[src/rtl/bank_act_sched_pkg.sv]
// Shared types and default timing for the per-bank activate/precharge scheduler.
package bank_act_sched_pkg;

    typedef enum logic [3:0] {
        ST_IDLE,
        ST_ACT_WAIT,
        ST_HIT,
        ST_DEFER1,
        ST_DEFER2,
        ST_ACT_CMD,
        ST_PRE_WAIT_DATA,
        ST_PRE_WAIT,
        ST_PRE_CMD,
        ST_PRE_RP,
        ST_PALL_WAIT_DATA,
        ST_PALL_WAIT,
        ST_PALL_CMD,
        ST_PALL_RP
    } bank_act_state_t;

    localparam int unsigned DEF_NUM_BANKS = 16;
    localparam int unsigned DEF_RA_WIDTH  = 15;
    localparam int unsigned DEF_ACT_DELAY = 2;
    localparam int unsigned DEF_T_RP      = 11;
    localparam int unsigned DEF_T_RTP     = 6;
    localparam int unsigned DEF_T_WR      = 12;
    localparam int unsigned DEF_WL        = 9;
    localparam int unsigned DEF_CNT_W     = 8;

    localparam logic RW_READ  = 1'b1;
    localparam logic RW_WRITE = 1'b0;

endpackage

[src/rtl/bank_act_sched_open_row_table.sv]
// Open-row table: one {valid, row} entry per bank with combinational lookup.
module open_row_table #(
    parameter int unsigned NUM_BANKS = 16,
    parameter int unsigned BA_W      = $clog2(NUM_BANKS),
    parameter int unsigned RA_WIDTH  = 15
) (
    input  logic                clk,
    input  logic                rst_n,
    input  logic [BA_W-1:0]     lookup_bank,
    output logic                lookup_valid,
    output logic [RA_WIDTH-1:0] lookup_row,
    input  logic                set_en,
    input  logic [BA_W-1:0]     set_bank,
    input  logic [RA_WIDTH-1:0] set_row,
    input  logic                clr_en,
    input  logic [BA_W-1:0]     clr_bank,
    input  logic                clr_all
);

    logic [NUM_BANKS-1:0] r_valid;
    logic [RA_WIDTH-1:0]  r_row [NUM_BANKS];

    always_ff @(posedge clk) begin
        if (!rst_n) begin
            r_valid <= '0;
        end else if (clr_all) begin
            r_valid <= '0;
        end else begin
            if (clr_en) r_valid[clr_bank] <= 1'b0;
            if (set_en) r_valid[set_bank] <= 1'b1;
        end
    end

    // Row storage needs no reset: it is only meaningful while valid is set.
    always_ff @(posedge clk) begin
        if (set_en) r_row[set_bank] <= set_row;
    end

    assign lookup_valid = r_valid[lookup_bank];
    assign lookup_row   = r_row[lookup_bank];

endmodule

[src/rtl/bank_act_sched.sv]
// Per-bank ACT/PRE scheduler: classifies requests against the open-row table and spaces commands.
module bank_act_sched
    import bank_act_sched_pkg::*;
#(
    parameter int unsigned NUM_BANKS = DEF_NUM_BANKS,
    parameter int unsigned BA_W      = $clog2(NUM_BANKS),
    parameter int unsigned RA_WIDTH  = DEF_RA_WIDTH,
    parameter int unsigned ACT_DELAY = DEF_ACT_DELAY,
    parameter int unsigned T_RP      = DEF_T_RP,
    parameter int unsigned T_RTP     = DEF_T_RTP,
    parameter int unsigned T_WR      = DEF_T_WR,
    parameter int unsigned WL        = DEF_WL,
    parameter int unsigned CNT_W     = DEF_CNT_W
) (
    input  logic                clock_t,
    input  logic                reset_n,
    input  logic                req_valid,
    output logic                req_ready,
    input  logic [BA_W-1:0]     req_bank,
    input  logic [RA_WIDTH-1:0] req_row,
    input  logic                req_rw,
    input  logic                cas_busy,
    input  logic                cas_idle,
    input  logic                last_cas_rw,
    input  logic                close_all,
    output logic                cas_go,
    output logic                act_valid,
    output logic                pre_valid,
    output logic                pre_all,
    output logic [BA_W-1:0]     cmd_bank,
    output logic [RA_WIDTH-1:0] cmd_row,
    output logic                cmd_rw,
    output logic                close_done,
    output logic                idle
);

    localparam logic [CNT_W-1:0] ACT_LAST  = CNT_W'(ACT_DELAY - 1);
    localparam logic [CNT_W-1:0] RP_LAST   = CNT_W'(T_RP - 1);
    localparam logic [CNT_W-1:0] RP_FULL   = CNT_W'(T_RP);
    localparam logic [CNT_W-1:0] EXTRA_RD  = CNT_W'(T_RTP);
    localparam logic [CNT_W-1:0] EXTRA_WR  = CNT_W'(WL + 4 + T_WR);

    bank_act_state_t       r_state, w_next;
    logic [CNT_W-1:0]      r_cnt, r_extra;
    logic [BA_W-1:0]       r_bank;
    logic [RA_WIDTH-1:0]   r_row;
    logic                  r_rw;
    logic                  w_lk_valid, w_hit;
    logic [RA_WIDTH-1:0]   w_lk_row;
    logic                  w_cas_go, w_act, w_pre, w_pre_all, w_done;

    open_row_table #(
        .NUM_BANKS (NUM_BANKS),
        .BA_W      (BA_W),
        .RA_WIDTH  (RA_WIDTH)
    ) u_table (
        .clk          (clock_t),
        .rst_n        (reset_n),
        .lookup_bank  (r_bank),
        .lookup_valid (w_lk_valid),
        .lookup_row   (w_lk_row),
        .set_en       (w_act),
        .set_bank     (r_bank),
        .set_row      (r_row),
        .clr_en       (w_pre && !w_pre_all),
        .clr_bank     (r_bank),
        .clr_all      (w_pre_all)
    );

    assign w_hit = w_lk_valid && (w_lk_row == r_row);

    always_comb begin
        w_next    = r_state;
        w_cas_go  = 1'b0;
        w_act     = 1'b0;
        w_pre     = 1'b0;
        w_pre_all = 1'b0;
        w_done    = 1'b0;
        case (r_state)
            ST_IDLE: begin
                if (close_all)      w_next = ST_PALL_WAIT_DATA;
                else if (req_valid) w_next = ST_ACT_WAIT;
            end
            ST_ACT_WAIT: begin
                if (r_cnt == ACT_LAST) begin
                    if (w_hit)            w_next = ST_HIT;
                    else if (!w_lk_valid) w_next = cas_busy ? ST_DEFER1 : ST_ACT_CMD;
                    else                  w_next = ST_PRE_WAIT_DATA;
                end
            end
            ST_HIT: begin
                w_cas_go = 1'b1;
                w_next   = ST_IDLE;
            end
            ST_DEFER1: w_next = ST_DEFER2;
            ST_DEFER2: w_next = ST_ACT_CMD;
            ST_ACT_CMD: begin
                w_act  = 1'b1;
                w_next = ST_IDLE;
            end
            ST_PRE_WAIT_DATA: if (cas_idle) w_next = ST_PRE_WAIT;
            ST_PRE_WAIT:      if (r_cnt == r_extra) w_next = ST_PRE_CMD;
            ST_PRE_CMD: begin
                w_pre  = 1'b1;
                w_next = ST_PRE_RP;
            end
            ST_PRE_RP:         if (r_cnt == RP_LAST) w_next = ST_ACT_CMD;
            ST_PALL_WAIT_DATA: if (cas_idle) w_next = ST_PALL_WAIT;
            ST_PALL_WAIT:      if (r_cnt == r_extra) w_next = ST_PALL_CMD;
            ST_PALL_CMD: begin
                w_pre     = 1'b1;
                w_pre_all = 1'b1;
                w_next    = ST_PALL_RP;
            end
            // close_done fires on the extra cycle so it lands T_RP+1 after the PRE-all
            ST_PALL_RP: begin
                if (r_cnt == RP_FULL) begin
                    w_done = 1'b1;
                    w_next = ST_IDLE;
                end
            end
            default: w_next = ST_IDLE;
        endcase
    end

    always_ff @(posedge clock_t) begin
        if (!reset_n) begin
            r_state <= ST_IDLE;
            r_cnt   <= '0;
            r_extra <= '0;
            r_bank  <= '0;
            r_row   <= '0;
            r_rw    <= 1'b0;
        end else begin
            r_state <= w_next;
            r_cnt   <= (w_next != r_state) ? '0 : r_cnt + 1'b1;
            if (r_state == ST_IDLE && !close_all && req_valid) begin
                r_bank <= req_bank;
                r_row  <= req_row;
                r_rw   <= req_rw;
            end
            if ((r_state == ST_PRE_WAIT_DATA || r_state == ST_PALL_WAIT_DATA) && cas_idle)
                r_extra <= (last_cas_rw == RW_READ) ? EXTRA_RD : EXTRA_WR;
        end
    end

    assign idle       = reset_n && (r_state == ST_IDLE);
    assign req_ready  = idle;
    assign cas_go     = reset_n && w_cas_go;
    assign act_valid  = reset_n && w_act;
    assign pre_valid  = reset_n && w_pre;
    assign pre_all    = reset_n && w_pre_all;
    assign close_done = reset_n && w_done;
    assign cmd_bank   = reset_n ? r_bank : '0;
    assign cmd_row    = reset_n ? r_row  : '0;
    assign cmd_rw     = reset_n && r_rw;

endmodule

[config.mk]
export PLATFORM = sky130hd
export DESIGN_NAME = bank_act_sched
export DESIGN_NICKNAME = d
export VERILOG_FILES = /design/src/rtl/bank_act_sched_pkg.sv /design/src/rtl/bank_act_sched_open_row_table.sv /design/src/rtl/bank_act_sched.sv
export SDC_FILE = /design/constraint.sdc
export NUM_CORES = 1
export LEC_CHECK = 0
export ABC_AREA = 1
export BUFFER_PORTS_ARGS = -buffer_cell sky130_fd_sc_hd__buf_4
export CAP_MARGIN = 20
export CORE_ASPECT_RATIO = 2
export CORE_UTILIZATION = 56
export DETAILED_ROUTE_END_ITERATION = 7
export PLACE_DENSITY = 0.8
export SKIP_LAST_GASP = 1
export SLEW_MARGIN = 20
export SYNTH_ARGS = -nofsm -noshare
export SYNTH_HDL_FRONTEND = slang
export SYNTH_SLANG_ARGS = --single-unit
[constraint.sdc]
create_clock -name clock_t -period 2.4 [get_ports clock_t]
set_clock_uncertainty 0.2 [all_clocks]
set_input_delay 0.36 -clock clock_t [delete_from_list [all_inputs] [get_ports clock_t]]
set_output_delay 0.36 -clock clock_t [all_outputs]
set_load 0.02 [all_outputs]
Yosys cells after proc, flatten, opt, wreduce, memory -nomap -nowiden
Memories as Yosys holds them, arrays and structs flattened. A register that Yosys moved wholly into a read port is not among the register bits.
Cells that the tools add are included.
{"block": "op_classes", "add_sub_neg": 1, "eq_ne": 19, "reduce_logical": 20, "muxes": 34, "magnitude_cmp": 2, "n_bitwise": 4}
{"cell": "16-bit two-way mux", "n": 4}
{"cell": "4-bit two-way mux", "n": 12}
{"cell": "4-bit one-hot mux with 12 select lines", "n": 1}
{"cell": "4-bit == test, second input constant", "n": 6}
{"cell": "16-bit AND", "n": 1}
{"cell": "4-bit by 3-bit == test with 1-bit output, second input constant", "n": 4}
{"cell": "8-bit by 4-bit == test with 1-bit output, second input constant", "n": 2}
{"cell": "16-bit NOT", "n": 1}
{"cell": "16-bit OR", "n": 1}
{"cell": "15-bit == test", "n": 1}
{"cell": "15-bit two-way mux", "n": 1}
{"cell": "1-bit logical AND", "n": 13}
{"cell": "1-bit two-way mux", "n": 10}
{"cell": "3-bit two-way mux", "n": 3}
{"cell": "8-bit by 1-bit adder with 8-bit output, second input constant", "n": 1}
{"cell": "4-bit by 2-bit == test with 1-bit output, second input constant", "n": 2}
{"cell": "8-bit by 1-bit == test with 1-bit output, second input constant", "n": 1}
{"cell": "8-bit == test", "n": 1}
{"cell": "2-bit OR reduction", "n": 3}
{"cell": "4-bit by 5-bit < comparator with 1-bit output, second input constant", "n": 1}
{"cell": "5-bit two-way mux", "n": 1}
{"cell": "1-bit binary-select mux with 4-bit select", "n": 1}
{"cell": "1-bit demux with 4-bit select", "n": 1}
{"cell": "4-bit by 1-bit == test with 1-bit output, second input constant", "n": 1}
{"cell": "other kinds (6)", "n": 7}
{"block": "totals", "mem_bits_rw": 240, "ff_bits": 56, "mem_count": 1, "word_cells": 88}
{"memory": "u_table.r_row", "words": 16, "width": 15, "read_ports": 1, "rd_clocked_by_memory_dff": 1, "wr": 1, "line": "bank_act_sched_open_row_table.sv:21", "source": "logic [RA_WIDTH-1:0] r_row [NUM_BANKS];"}

Depth between registers and ports, before layout
{"block": "logic_depth", "depth_word": 11, "ltp_mapped": 22}

By module
Synthesis repeated with hierarchy kept, for this count alone.
{"block": "hier_totals", "hier_cells": 1507, "area_unflattened_um2": 13377.8}
{"module": "open_row_table", "area_each_um2": 11192.0, "n_inst": 1, "cells_per_inst": 1127, "seq_area_each_um2": 7527.2}
{"module": "bank_act_sched", "area_each_um2": 2185.8, "n_inst": 1, "cells_per_inst": 380, "seq_area_each_um2": 680.7}

Worst setup path after synthesis
Ideal clock, no wire load.
{"block": "synth_path", "path_kind": "register -> register", "from": "reg r_state[0]", "to": "mem u_table.r_row[4][0] (enable)", "path_stages_with_launch": 8, "arrival_ns": 1.849, "required_time_ns": 1.812, "slack_ns": -0.037, "n_path_buf": 1, "cell_sequence": "dfxtp_1 > inv_1 > nor2_1 > inv_1 > nor2_1 > clkinv_1 > clkbuf_1 > nor2_1"}
{"block": "synth_between", "elab_chain_cells": 4}
{"element": "from (decl)", "line": "bank_act_sched.sv:43", "source": "bank_act_state_t r_state, w_next;"}
{"element": "from (signal assigned)", "line": "bank_act_sched.sv:135", "source": "r_state <= w_next;"}
{"element": "4-bit by 3-bit == test with 1-bit output", "line": "bank_act_sched.sv:79", "source": "case (r_state)"}
{"element": "1-bit two-way mux", "line": "bank_act_sched.sv:79"}
{"element": "1-bit two-way mux", "line": "bank_act_sched_open_row_table.sv:36", "source": "if (set_en) r_row[set_bank] <= set_row;"}
{"element": "1-bit two-way mux (implied by the code)", "line": "bank_act_sched_open_row_table.sv:36"}
{"element": "to (decl)", "line": "bank_act_sched_open_row_table.sv:21"}
No other way between the ends.

==> results.py <==
metrics = {
    "yosys": {
        "ys_warn_count": 0,
        "synth_compound_area_share_pct": 5.11,
        "synthMuxAreaShare_pct": 0,
        "synthArstFlopShare_pct": 0,
        "synth_fa_ha_area_share_pct": 0.288,
        "synth-seq-area-share_pct": 63.5,
        "ys.flop_type": "edfxtp_1",
        "synth.cell_area_sq_mm": 0.0130,
        "syn_avg_cell_area_sq_um": 9.38,
        "synthSimpleGateAreaFrac_pct": 22.3,
        "synth_edf_count": 240,
        "synth_top_family_by_area": "simple AND/OR/NAND/NOR gates",
        "ys_types": 31,
        "netlist_instances": 1391,
        "synth_fp_nets": 1421,
        "synth_seq_cells": 294,
        "synth_xor_area_share_pct": 0.269,
    },
    "critical_path": {
        "r2r_cells": 21,
        "cp.arrival_ns": 3.01,
        "cp_max_fo": 8,
        "cp-start-kind": "flop",
        "reg2reg_setup_slack_ns": -0.34,
        "critPathRequiredTime_ns": 2.67,
        "critPathKind": "flop to flop",
        "reg2reg_to": "r_cnt[7]",
        "end_kind": "flop",
    },
    "floorplan": {
        "std_cell_rows": 78,
        "io_pins": 54,
        "initial_core_util_pct": 57.4,
        "die_h_um": 218,
        "core_sq_mm": 0.0227,
        "die_x_um": 110,
        "fp.dieArea_sq_mm": 0.0239,
    },
    "timing": {
        "worst_slew_pin_slew_ns": 0.631,
        "setup_ws_ns": -0.336,
        "timing.setup.tns_ns": -2.60,
        "fin_crit_ns": 2.74,
        "timing.fmax_ghz": 0.366,
        "slew_headroom_pct": 57.8,
        "setup_viol": 10,
        "hold_viol": 0,
        "drv_slew": 0,
        "fin_crit_sh_pct": 114,
        "rsz0062_at_grt": "true",
    },
    "global_routing": {
        "grt_pass1_vias": 10970,
        "antenna_found_initial": 0,
        "track_usage_pct": 32.6,
        "grt_pass1_wl_mm": 56.9,
        "overflow": 0,
        "grt_start_max_net_pins": 59,
    },
    "power": {
        "power_per_cell_area_mw_per_mm2": 895,
        "ir_drop_v": 0.000873,
        "p_leak_nw": 6.89,
    },
    "cells_and_area": {
        "design_area_sq_mm": 0.0164,
        "final_nets": 1578,
        "multiInputGateArea_sq_mm": 0.00399,
        "final_common_cell": "nand2_1",
        "n_antenna_cell": 0,
        "drive_above_1_share_pct": 19.5,
        "fillCellCount": 1435,
        "seqCellArea_sq_mm": 0.00830,
        "layout_common_cells": "404 x nand2_1, 240 x edfxtp_1, 194 x inv_1, 136 x nand3_1, 128 x buf_4",
        "syn_to_final_growth_pct": 25.6,
        "final_cells": 1846,
    },
    "clock_tree": {
        "cts-buffers-inserted": 25,
        "insertion_delay_ns": 0.54,
        "clock_sinks": 294,
        "cts_buffer_depth": 3,
        "cts_root_buf": "clkbuf_16",
        "htree_num_levels": 1,
        "cts_tree": "done",
        "path_clk_slew_ns": 0.07,
    },
    "outcome": {
        "status": "finished with violations",
        "violations": "negative setup slack",
    },
    "detailed_routing": {
        "routed_wl_mm": 38.1,
        "drt_iter0_markers": 1035,
        "wl_per_cell_um": 20.6,
        "drc": 0,
        "dr_total_vias": 10766,
        "post_drt_via_cell_ratio": 5.83,
        "drt_pass1_iterations": 8,
        "final_antenna_net_count": 0,
    },
    "worst_hold_path": {
        "hold_class": "input pin to flop",
        "hold_depth": 4,
        "hold-path-endpoint": "r_rw",
        "min_from": "close_all",
    },
    "run": {
        "drv_cap": 0,
    },
    "place": {
        "gp_congestion": 0.888,
        "portBuffers": 53,
        "place_area_sq_mm": 0.0145,
        "post-place-cells": 1757,
        "dp_hpwl_mm": 22.2,
    },
}
[worst max-delay path, cell delays in order, from the launching register on]
cell and delay [ns]:
dfxtp_4 0.45, buf_12 0.13, buf_12 0.15, buf_12 0.14, nor2_4 0.03, nor2_1 0.12
o21ai_1 0.09, nand3_1 0.11, nand3_2 0.09, nand2_1 0.08, nand2_1 0.04, nand2_1 0.07
nand2_2 0.08, inv_2 0.08, nand2_4 0.07, nor2_4 0.10, nand3_4 0.11, nand3_4 0.09
nand2_2 0.05, nand2_2 0.07, nand3_4 0.15, nor2_4 0.16
[flip-flops by register name (all words and copies together) (netlist names), named ones only]
register	count
r_bank	4
u_table.r_valid	15
u_table.r_row	240
r_cnt	8
r_extra	2
r_row	15
r_state	4
r_rw	1
[worst max-delay path by stage]
stage / to / slack (ns) / startpoint / cells after the start
2_1_floorplan: u_table.r_row[4][0] / -0.04 / r_state[0] / 7
3_3_place_gp: r_cnt[1] / -0.31 / r_bank[0] / 14
3_5_place_dp: r_cnt[7] / -0.42 / r_bank[0] / 14
4_1_cts: r_cnt[5] / -0.20 / flop / 21
5_1_grt: r_cnt[7] / -0.47 / flop / 19
6_report: r_cnt[7] / -0.34 / flop / 21
[stage by stage]
stage	hold slack (ns)	power [mW]	util, %	setup WS, ns
6_report	0.0154	14.7	72.1	-0.336
5_1_grt	0.0706	15.2	72.1	-0.469
4_1_cts	0.00847	14.3	71.1	-0.200
3_5_place_dp	0.257	9.66	63.9	-0.424
3_3_place_gp	0.258	9.56	63.9	-0.308
2_1_floorplan	0.242	8.28	-	-0.0372
[final cells by class]
type / count / share of cell area (%)
Clock buffer: 32 / 4.42
Multi-Input combinational cell: 836 / 24.4
Tap cell: 280 / 2.14
Sequential cell: 294 / 50.7
Clock inverter: 13 / 0.703
Inverter: 198 / 4.58
Timing Repair Buffer: 193 / 13.2
[routing by layer]
layer | routed length (um) | share of wire, % | track usage (%) | vias to the layer above
met5 | 0 | 0 | 0 | -
met4 | 3500 | 9.2 | 26.1 | 0
met3 | 3230 | 8.5 | 3.95 | 207
met2 | 19400 | 51 | 56.7 | 703
met1 | 11900 | 31 | 34.6 | 5009
li1 | - | - | - | 4847
[what timing repair did]
action,CTS,global route
pin swaps,31,26
setup endpoints to repair,11,12
gates resized for setup,64,38
hold buffers,21,0
buffers inserted,11,1
hold endpoints to repair,26,0
cloned,9,2
[report_power, final]
part	switching, mW	total [mW]	internal [mW]
Sequential	0.179	6.04	5.86
Clock	1.87	4.14	2.27
Combinational	2.75	4.49	1.74
Total	4.80	14.7	9.87
[Yosys cell counts (all sizes together), types with 2 or more instances]
library cell | n | area (sq um)
nor2 | 109 | 409
a21oi | 43 | 215
nor3 | 10 | 50.1
nor3b | 2 | 15.0
inv | 197 | 739
a22oi | 8 | 60.1
o211ai | 11 | 82.6
nand2 | 421 | 1580
buf | 45 | 302
edfxtp | 240 | 7210
ha | 3 | 37.5
xor2 | 3 | 26.3
clkbuf | 18 | 67.6
o21ai | 54 | 270
dfxtp | 54 | 1080
nand3 | 159 | 806
nor4 | 3 | 18.8
o22ai | 3 | 18.8
or2 | 2 | 12.5
[logic make-up after synthesis]
logic type      count (synthesis)
buf+inv                       261
fa+ha+maj                       3
compound gates                121
xor+xnor                        4
flops                         294
simple gates                  708
No activity file was read; power rests on OpenSTA's default activity.
